**config.mk**
```make
export PLATFORM = sky130hd
export DESIGN_NAME = pc_redirect_ctrl
export DESIGN_NICKNAME = d
export VERILOG_FILES = /design/src/rtl/pc_redirect_ctrl.sv
export SDC_FILE = /design/constraint.sdc
export NUM_CORES = 1
export LEC_CHECK = 0
export BUFFER_PORTS_ARGS = -buffer_cell sky130_fd_sc_hd__buf_2
export CAP_MARGIN = 40
export CELL_PAD_IN_SITES_DETAIL_PLACEMENT = 0
export CELL_PAD_IN_SITES_GLOBAL_PLACEMENT = 1
export CORE_MARGIN = 2
export CORE_UTILIZATION = 40
export DETAILED_ROUTE_END_ITERATION = 12
export HOLD_SLACK_MARGIN = 0.06
export PLACE_DENSITY_LB_ADDON = 0.1
export REMOVE_ABC_BUFFERS = 1
export SETUP_SLACK_MARGIN = 0.15
export SLEW_MARGIN = 15
export SYNTH_ARGS = -nofsm -noshare
export SYNTH_HDL_FRONTEND = slang
export SYNTH_SLANG_ARGS = --single-unit
export TNS_END_PERCENT = 10
```
**constraint.sdc**
```tcl
create_clock -name clk_i -period 6.1 [get_ports clk_i]
set_input_delay 0.61 -clock clk_i [delete_from_list [all_inputs] [get_ports clk_i]]
set_output_delay 0.61 -clock clk_i [all_outputs]
set_load 0.05 [all_outputs]
```
**src/rtl/pc_redirect_ctrl.sv**
```systemverilog
// Fetch-PC sequencer: picks the next PC from exception, predictor-failure flush,
// predicted target or PC+4, buffers redirects across IF stalls and blanks one cycle after each.
module pc_redirect_ctrl #(
  parameter logic [31:0] RESET_PC = 32'h8000_0000,
  parameter int unsigned CNT_W    = 16
) (
  input  logic             clk_i,
  input  logic             rst_i,
  input  logic             if_stall_i,
  input  logic             pd_taken_i,
  input  logic [31:0]      pd_target_i,
  input  logic             pd_failed_i,
  input  logic [31:0]      pd_flush_pc_i,
  input  logic             exc_valid_i,
  input  logic [31:0]      exc_pc_i,
  output logic [31:0]      pc_o,
  output logic             if_flush_o,
  output logic             id_flush_o,
  output logic             redirect_pending_o,
  output logic [CNT_W-1:0] mispredict_cnt_o
);

  localparam logic [1:0] ST_RUN   = 2'd0;
  localparam logic [1:0] ST_HOLD  = 2'd1;
  localparam logic [1:0] ST_BLANK = 2'd2;

  localparam logic [CNT_W-1:0] CNT_MAX = {CNT_W{1'b1}};

  function automatic logic [31:0] word_align(input logic [31:0] a);
    return a & 32'hFFFF_FFFC;
  endfunction

  logic [1:0]       state_q, state_d;
  logic [31:0]      pc_q, pc_d;
  logic [31:0]      pend_pc_q, pend_pc_d;
  logic [CNT_W-1:0] cnt_q, cnt_d;
  logic             pend_q, pend_d;

  logic             accept_pd;
  logic             accepted;
  logic [31:0]      redir_tgt;

  // Predictor failures only count outside the wrong-path windows (HOLD and BLANK).
  assign accept_pd = pd_failed_i && (state_q == ST_RUN);
  assign accepted  = exc_valid_i || accept_pd;
  assign redir_tgt = exc_valid_i ? word_align(exc_pc_i) : word_align(pd_flush_pc_i);

  assign if_flush_o = rst_i && accepted;
  assign id_flush_o = rst_i && exc_valid_i;

  always_comb begin
    state_d   = state_q;
    pc_d      = pc_q;
    pend_pc_d = pend_pc_q;
    pend_d    = pend_q;
    cnt_d     = cnt_q;

    if (accept_pd && !exc_valid_i && (cnt_q != CNT_MAX)) begin
      cnt_d = cnt_q + CNT_W'(1);
    end

    case (state_q)
      ST_HOLD: begin
        if (exc_valid_i) begin
          pend_pc_d = word_align(exc_pc_i);
        end
        if (!if_stall_i) begin
          pc_d      = exc_valid_i ? word_align(exc_pc_i) : pend_pc_q;
          pend_pc_d = 32'd0;
          pend_d    = 1'b0;
          state_d   = ST_BLANK;
        end
      end
      default: begin
        // RUN and BLANK share the update; only redirect acceptance differs.
        if (accepted) begin
          if (if_stall_i) begin
            pend_pc_d = redir_tgt;
            pend_d    = 1'b1;
            state_d   = ST_HOLD;
          end else begin
            pc_d    = redir_tgt;
            state_d = ST_BLANK;
          end
        end else begin
          state_d = ST_RUN;
          if (!if_stall_i) begin
            pc_d = pd_taken_i ? word_align(pd_target_i) : pc_q + 32'd4;
          end
        end
      end
    endcase
  end

  always_ff @(posedge clk_i or negedge rst_i) begin
    if (!rst_i) begin
      state_q   <= ST_RUN;
      pc_q      <= RESET_PC;
      pend_pc_q <= 32'd0;
      pend_q    <= 1'b0;
      cnt_q     <= '0;
    end else begin
      state_q   <= state_d;
      pc_q      <= pc_d;
      pend_pc_q <= pend_pc_d;
      pend_q    <= pend_d;
      cnt_q     <= cnt_d;
    end
  end

  assign pc_o               = pc_q;
  assign redirect_pending_o = pend_q;
  assign mispredict_cnt_o   = cnt_q;

endmodule
```
# ---- Word level (Yosys, flattened, before mapping)
# Index checks and enable logic that the tools add are counted.
dict set report op_classes {
  mux 20
  addsub 2
  n_eq_ne 3
  n_reduce_logical 12
}
# operator n
set op_table {}
lappend op_table {{two-way mux 32 bit} 12}
lappend op_table {{adder 32 x 3 -> 32 bit, second input constant} 1}
lappend op_table {{adder 16 x 1 -> 16 bit, second input constant} 1}
lappend op_table {{!= test 16 bit, second input constant} 1}
lappend op_table {{two-way mux 2 bit} 4}
lappend op_table {{logical AND 1 bit} 5}
lappend op_table {{two-way mux 1 bit} 4}
lappend op_table {{nonzero test 2 bit} 2}
lappend op_table {{AND reduction 3 bit} 1}
lappend op_table {{equality test 2 x 1 -> 1 bit, second input constant} 1}
lappend op_table {{zero test 2 bit} 1}
lappend op_table {{!= test 2 bit, second input constant} 1}
lappend op_table {{AND reduction 2 bit} 1}
lappend op_table {{zero test 1 bit} 1}
lappend op_table {{logical OR 1 bit} 1}
dict set report word_totals {
  reg_bits 83
  word_cells 42
}

# ---- Depth between registers and ports, before layout
# Gate-level depths: netlist of the first run.
dict set report depth {
  depth_word 5
  ltp_mapped 9
  mapped_depth_nobuf 6
}

# ---- Least setup slack after synthesis of the first run
# OpenSTA, ideal clock, no wires.
dict set report synth_timing {
  path_kind {input -> output}
  start {input exc_valid_i}
  end {output id_flush_o}
  arrival_ps 2118
  setup_slack_ps 3372
  cell_stages 5
  path_buffers 4
  path_cell_list {clkbuf_1 -> buf_2 -> clkbuf_1 -> clkbuf_1 -> and2_1}
}
dict set report synth_between {
  elab_chain_cells 1
}
# item line_no
set synth_rtl {}
lappend synth_rtl {{start, declared} 14} ;# input logic exc_valid_i,
lappend synth_rtl {{logical AND 1 bit} 49} ;# assign id_flush_o = rst_i && exc_valid_i;
lappend synth_rtl {{end, declared} 18} ;# output logic id_flush_o,
# Every way passes these cells.

# ---- Worst setup path after layout of the first run
dict set report layout_timing {
  start {input exc_valid_i}
  end {register pc_q[20] (netlist: pc_o[20])}
}
dict set report layout_between {
  elab_chain_cells 4
}
# item line_no
set layout_rtl {}
lappend layout_rtl {{two-way mux 32 bit} 46} ;# assign redir_tgt = exc_valid_i ? word_align(exc_pc_i) : word_align(pd_flush_pc_i);
lappend layout_rtl {{two-way mux 32 bit} 77} ;# if (if_stall_i) begin
lappend layout_rtl {{two-way mux 32 bit} 76} ;# if (accepted) begin
lappend layout_rtl {{two-way mux 32 bit *} 62} ;# case (state_q)
lappend layout_rtl {{end signal, assigned} 104} ;# pc_q <= pc_d;
lappend layout_rtl {{end, declared} 34} ;# logic [31:0] pc_q, pc_d;
# Mark *: on every way between the ends. The rest lies on a longest branch, timed or not. The select of a mux whose other input is x is not followed.
# A chain may end at the register's enable or synchronous reset.

==> results of run 1 <==
-- kinds of logic (layout without fill, tap and decap cells) --
group,after synthesis,count (layout),share of synthesized area [%]
AO/OA/AOI/OAI,178,178,23.6
buffers and inverters,61,197,4.47
AND/OR/NAND/NOR,227,227,22.5
XOR/XNOR,22,22,3.62
adder cells (fa/ha/maj),2,2,0.471
multiplexers,32,32,6.19
flip-flops,83,83,39.1
-- state kept, by name (all words and copies together) (netlist names) --
register,count
pc_o,32
mispredict_cnt_o,16
state_q,2
redirect_pending_o,1
pend_pc_q,32
-- per-stage QoR --
step	cells	setup slack, ns
after CTS	915	3.12
after floorplan	564	3.34
after global placement	897	2.86
final	917	3.18
after global routing	917	2.94
after detailed placement	899	2.77
-- final timing paths --
check                      depth (start not counted)                 startpoint  slack, ns                         to
min in group clk_i                                 1  pend_pc_q[30]$_DFFE_PN0P_       0.48  pend_pc_q[30]$_DFFE_PN0P_
max in group asynchronous                          2                      rst_i       4.83  pend_pc_q[17]$_DFFE_PN0P_
max                                                6                exc_valid_i       3.18       pc_o[20]$_DFFE_PN0N_
min reg2reg                                        1  pend_pc_q[30]$_DFFE_PN0P_       0.48  pend_pc_q[30]$_DFFE_PN0P_
min                                                1                      rst_i       0.22     state_q[0]$_DFFE_PN0N_
max reg2reg                                        7     state_q[1]$_DFFE_PN0N_       3.43       pc_o[16]$_DFFE_PN0N_
-- worst register-to-register path: stages, from the launching register on --
cell      delay [ns]
dfrtp_1         0.58
nand2b_1        0.65
buf_4           0.36
o21ai_0         0.13
buf_4           0.18
o221ai_1        0.35
a21oi_1         0.08
a221oi_1        0.24
-- metal layers --
| layer | global-route usage, % | up-vias | wire (um) | part of all wire (%) |
|---|---|---|---|---|
| met1 | 35.4 | 2652 | 8100 | 46 |
| met2 | 38.7 | 181 | 8140 | 46 |
| li1 | - | 2552 | - | - |
| met4 | 9.45 | 0 | 363 | 2.1 |
| met3 | 4.65 | 24 | 1060 | 6.0 |
| met5 | 0 | - | 0 | 0 |
-- power breakdown --
group	internal [mW]	total, mW	switching [mW]	leakage [nW]
registers	0.629	0.730	0.101	1.04
clock network	0.363	0.594	0.231	0.156
logic	0.186	0.575	0.389	1.86
total	1.18	1.90	0.722	3.05
-- area by class of cell --
| class | instances | area, sq um |
|---|---|---|
| Clock buffer | 15 | 288 |
| Clock inverter | 1 | 30.0 |
| Fill cell | 1275 | 6540 |
| Inverter | 20 | 75.1 |
| Multi-Input combinational cell | 461 | 3000 |
| Sequential cell | 83 | 2080 |
| Tap cell | 176 | 220 |
| Timing Repair Buffer | 161 | 856 |
-- placed cells by master, fill, tap and decap left out, drive strengths merged, types with 3 or more instances in the layout --
cell type,instances
dfrtp,82
clkbuf,16
a2bb2oi,3
nor3,17
a311o,3
or4,3
o21ai,41
buf,160
and2,8
xnor2,9
a31oi,3
xor2,13
a311oi,8
nor2,36
nand2b,11
o211ai,5
mux2,7
nor2b,3
a22oi,17
o221ai,10
nand4,18
nand2,66
nand3,24
or2,4
a21o,5
nor4,14
mux2i,25
inv,19
a211oi,8
and4,4
a221oi,7
and3,12
o31ai,4
a21oi,26
a22o,18
a2111oi,3
==> impl_metrics.py, run 1 <==
metrics = {
    "outcome": {
        "status": "finished clean",
    },
    "detailed_routing": {
        "drtIter0Drc": 447,
        "firstDrtPassIters": 5,
        "viasPerCell": 5.90,
        "route.detailed.drc": 0,
        "dr_total_vias": 5409,
        "final_antenna_net_count": 0,
        "routed_wl_mm": 17.7,
        "wl_per_cell_um": 19.3,
    },
    "clock_tree": {
        "ctsLongestPathBuffers": 2,
        "ctsHoldBuffers": 0,
        "htree_levels": 3,
        "cts_resized": 0,
        "cts_tree": "done",
        "post_cts_buffers": 0,
        "cts_root_buf": "clkbuf_16",
        "cts_made_buffers": 9,
        "clkSlewWorstSetupHoldPaths_ns": 0.06,
        "clk_latency_ns": 0.35,
        "cts_sinks": 83,
    },
    "floorplanning": {
        "io_pins": 153,
        "core_sq_um": 13100,
        "start_util_pct": 40.6,
        "rows": 42,
        "dieHeight_um": 119,
        "die_w_um": 119,
        "dieArea_sq_um": 14200,
    },
    "grt": {
        "antenna_found_initial": 0,
        "grt_util_all_layers_pct": 25.2,
        "grt_first_pass_wirelength_mm": 27.9,
        "grt_max_degree": 59,
        "overflow": 0,
        "first_global_vias": 5106,
    },
    "worst_setup_path": {
        "critPathLaunchType": "input pin",
        "critical_path_class": "in2reg",
        "worst-path-max-fanout": 40,
        "worstPathRequired_ns": 6.30,
        "cpPeakStageDelay_ns": 0.75,
        "cp_num_buf_inv": 2,
        "crit_family": "buffers and inverters",
        "end_kind": "flip-flop",
        "critical_path.slowest_cell": "clkinv_1",
        "critical_path_arrival_ns": 3.11,
        "cp_cell_sequence": "buf_2, clkinv_1, nand2_1, o21ai_0, a2111oi_0, a211oi_1",
    },
    "synthesis": {
        "synth.most_common_cell": "dfrtp_1",
        "syn_avg_cell_area_sq_um": 8.79,
        "ys_ff_latch": 83,
        "synth_cells": 605,
        "synth-edff-count": 0,
        "yosys_warnings": 0,
        "yosysTopAreaCell": "dfrtp_1",
        "netlist_top_cells_count": "dfrtp_1 (82), nand2_1 (66), o21ai_0 (41)",
        "synthFlopType": "dfrtp_1",
        "ys_seq_area_share_pct": 39.1,
        "synth_top_area_share_pct": 38.6,
        "async_flop_share_pct": 100,
        "synth_area_sq_um": 5320,
        "synthTopCellsByArea": "dfrtp_1 (39%), mux2i_1 (4.7%), nand2_1 (4.7%), o21ai_0 (3.9%), a22o_1 (3.0%)",
        "synth_cell_types": 64,
    },
    "power_and_ir_drop": {
        "ir_worst_vdd_v": 0.000139,
        "finalPower_mw": 1.90,
        "power.density_nw_per_um2": 290,
        "p_leak_nw": 3.05,
    },
    "layout": {
        "finalInstanceArea_sq_um": 6550,
        "syn_to_final_growth_pct": 23.2,
        "n_antenna_cell": 0,
        "drive_above_1_share_pct": 26.6,
        "finish.utilization_pct": 50.0,
        "fin_nets": 840,
    },
    "timing": {
        "fmax_mhz": 343,
        "final.setup.tns_ns": 0,
        "skew_ns": 0.00545,
        "period_share_pct": 47.8,
        "hold_ws_ns": 0.215,
        "rsz0062_at_grt": "false",
        "drv_slew": 0,
        "fin_crit_ns": 2.92,
        "worst_slew_pin_slew_ns": 0.789,
        "max-slew-margin-rel_pct": 47.4,
        "hold_viol": 0,
        "setup_violations": 0,
    },
    "job": {
        "cap_viol_max_count": 0,
    },
    "place": {
        "gp_congestion": 0.841,
        "io_buffers": 146,
        "dpl.hpwl_mm": 12.1,
        "post_dp_cell_area_sq_um": 6200,
    },
    "hold_path": {
        "hp-class": "in2async",
    },
}
Note: power is estimated with default switching activity, not from simulation.
==> inputs of run 2 (changes only) <==
--- a/config.mk
+++ b/config.mk
@@ -10,7 +10,7 @@
 export CELL_PAD_IN_SITES_DETAIL_PLACEMENT = 0
 export CELL_PAD_IN_SITES_GLOBAL_PLACEMENT = 1
 export CORE_MARGIN = 2
-export CORE_UTILIZATION = 40
+export CORE_UTILIZATION = 35
 export DETAILED_ROUTE_END_ITERATION = 12
 export HOLD_SLACK_MARGIN = 0.06
 export PLACE_DENSITY_LB_ADDON = 0.1
==> constraint.sdc (replaced) <==
create_clock -name clk_i -period 2.6 [get_ports clk_i]
set_input_delay 0.26 -clock clk_i [delete_from_list [all_inputs] [get_ports clk_i]]
set_output_delay 0.26 -clock clk_i [all_outputs]
set_load 0.05 [all_outputs]
==> impl_metrics.py, run 2 (same netlist as run 1, synthesis figures left out) <==
metrics = {
    "outcome": {
        "status": "finished clean",
    },
    "power_and_ir_drop": {
        "ir_worst_vdd_v": 0.000434,
        "p_seq_share_pct": 38.4,
        "clkPwrFrac_pct": 30.2,
        "p_int_mw": 2.73,
        "power.density_nw_per_um2": 666,
        "netSwitchingPower_mw": 1.71,
        "p_leak_nw": 3.12,
        "switching_share_pct": 38.5,
        "power_frac_comb_pct": 31.3,
    },
    "detailed_routing": {
        "drtIter0Drc": 408,
        "routed_wl_mm": 18.6,
        "viasPerCell": 5.76,
        "dr_total_vias": 5444,
        "route.detailed.drc": 0,
        "wl_per_cell_um": 19.7,
        "final_antenna_net_count": 0,
        "firstDrtPassIters": 6,
    },
    "floorplanning": {
        "dieArea_sq_um": 16200,
        "core_sq_um": 15000,
        "dieHeight_um": 127,
        "die_w_um": 127,
        "rows": 45,
        "start_util_pct": 35.4,
        "io_pins": 153,
    },
    "clock_tree": {
        "clk_latency_ns": 0.35,
        "cts_sinks": 83,
        "cts_made_buffers": 9,
        "ctsLongestPathBuffers": 2,
        "cts_root_buf": "clkbuf_16",
        "cts_tree": "done",
        "clkSlewWorstSetupHoldPaths_ns": 0.06,
        "cts_resized": 0,
        "post_cts_buffers": 0,
        "htree_levels": 3,
    },
    "hold_path": {
        "hold_depth": 3,
        "hp-class": "in2reg",
    },
    "place": {
        "gp_congestion": 0.842,
        "io_buffers": 146,
        "dpl.hpwl_mm": 13.6,
    },
    "worst_setup_path": {
        "end_kind": "flip-flop",
        "critical_path_class": "reg2reg",
        "critPathLaunchType": "flip-flop",
        "worst-path-max-fanout": 9,
        "worst-r2r-cell-count": 5,
        "critical_path_arrival_ns": 2.52,
        "worstPathRequired_ns": 2.82,
    },
    "timing": {
        "final.setup.tns_ns": 0,
        "hold_viol": 0,
        "max-slew-margin-rel_pct": 51.9,
        "skew_ns": 0.00493,
        "worst_slew_pin_slew_ns": 0.721,
        "fmax_mhz": 435,
        "hold_ws_ns": 0.220,
        "setup_violations": 0,
        "period_share_pct": 88.5,
        "drv_slew": 0,
        "rsz0062_at_grt": "false",
        "fin_crit_ns": 2.30,
    },
    "grt": {
        "grt_util_all_layers_pct": 22.8,
        "overflow": 0,
        "grt_max_degree": 39,
        "first_global_vias": 5151,
        "antenna_found_initial": 0,
        "grt_first_pass_wirelength_mm": 28.5,
    },
    "layout": {
        "n_antenna_cell": 0,
        "final_common_cell": "buf_2",
        "drive_above_1_share_pct": 28.3,
        "syn_to_final_growth_pct": 25.4,
        "most-common-layout-cells": "buf_2 (145), dfrtp_1 (82), nand2_1 (66)",
        "fin_nets": 856,
        "finish.utilization_pct": 44.4,
    },
    "job": {
        "cap_viol_max_count": 0,
    },
}
run 2: cell type report:
| cell class | instances | area (sq um) |
|---|---|---|
| flip-flops and latches | 83 | 2080 |
| repair buffers | 177 | 968 |
| multi-input cells | 461 | 3010 |
| fillers | 1511 | 8370 |
| inverters | 20 | 75.1 |
| well taps | 188 | 235 |
| clock buffers | 12 | 256 |
| clock inverters | 4 | 48.8 |
run 2: critical path, cell delays in order (launching register included):
cell and delay (ns):
dfrtp_1 0.51, nand4_2 0.22, or4_4 0.60, or4_1 0.47, a311oi_1 0.29, nor3_1 0.08
run 2: final timing paths:
check | start | to | slack (ns)
worst max register to register | pc_o[10]$_DFFE_PN0N_ | pc_o[21]$_DFFE_PN0N_ | 0.30
max in group asynchronous | rst_i | pc_o[31]$_DFFE_PN1N_ | 1.38
worst min register to register | pend_pc_q[3]$_DFFE_PN0P_ | pend_pc_q[3]$_DFFE_PN0P_ | 0.48
worst max-delay path | pc_o[10]$_DFFE_PN0N_ | pc_o[21]$_DFFE_PN0N_ | 0.30
worst min-delay path | pd_flush_pc_i[2] | pend_pc_q[2]$_DFFE_PN0P_ | 0.22
min in group asynchronous | rst_i | pc_o[12]$_DFFE_PN0N_ | 0.40
run 2: power groups by stage:
| stage | combinational, mW | sequential [mW] | clock (mW) |
|---|---|---|---|
| final | 1.39 | 1.71 | 1.34 |
| after global routing | 1.50 | 1.74 | 1.44 |
| after CTS | 1.40 | 1.70 | 1.37 |
| after detailed placement | 1.39 | 1.73 | 0 |
| after global placement | 1.38 | 1.71 | 0 |
| after floorplan | 0.511 | 2.08 | 0 |
run 2: metal layers:
| metal | track usage [%] | wire length, um | up-vias |
|---|---|---|---|
| li1 | - | - | 2579 |
| met2 | 37.1 | 8730 | 195 |
| met5 | 0 | 0 | - |
| met1 | 31.4 | 8480 | 2651 |
| met4 | 7.11 | 317 | 0 |
| met3 | 3.27 | 1110 | 19 |
run 2: per-stage QoR:
| step | power, mW | instances | setup WS [ns] | cell area, sq um |
|---|---|---|---|---|
| after floorplan | 2.59 | 564 | 0.123 | 5150 |
| after global placement | 3.09 | 928 | 0.293 | 6350 |
| after detailed placement | 3.12 | 928 | 0.275 | 6350 |
| after CTS | 4.48 | 945 | 0.313 | 6670 |
| after global routing | 4.68 | 945 | 0.193 | 6670 |
| final | 4.44 | 945 | 0.300 | 6670 |
run 2: repair_timing:
| action | in CTS | in global routing |
|---|---|---|
| hold endpoints to repair | 21 | 0 |
| hold buffers | 1 | 0 |
| setup endpoints to repair | 0 | 0 |
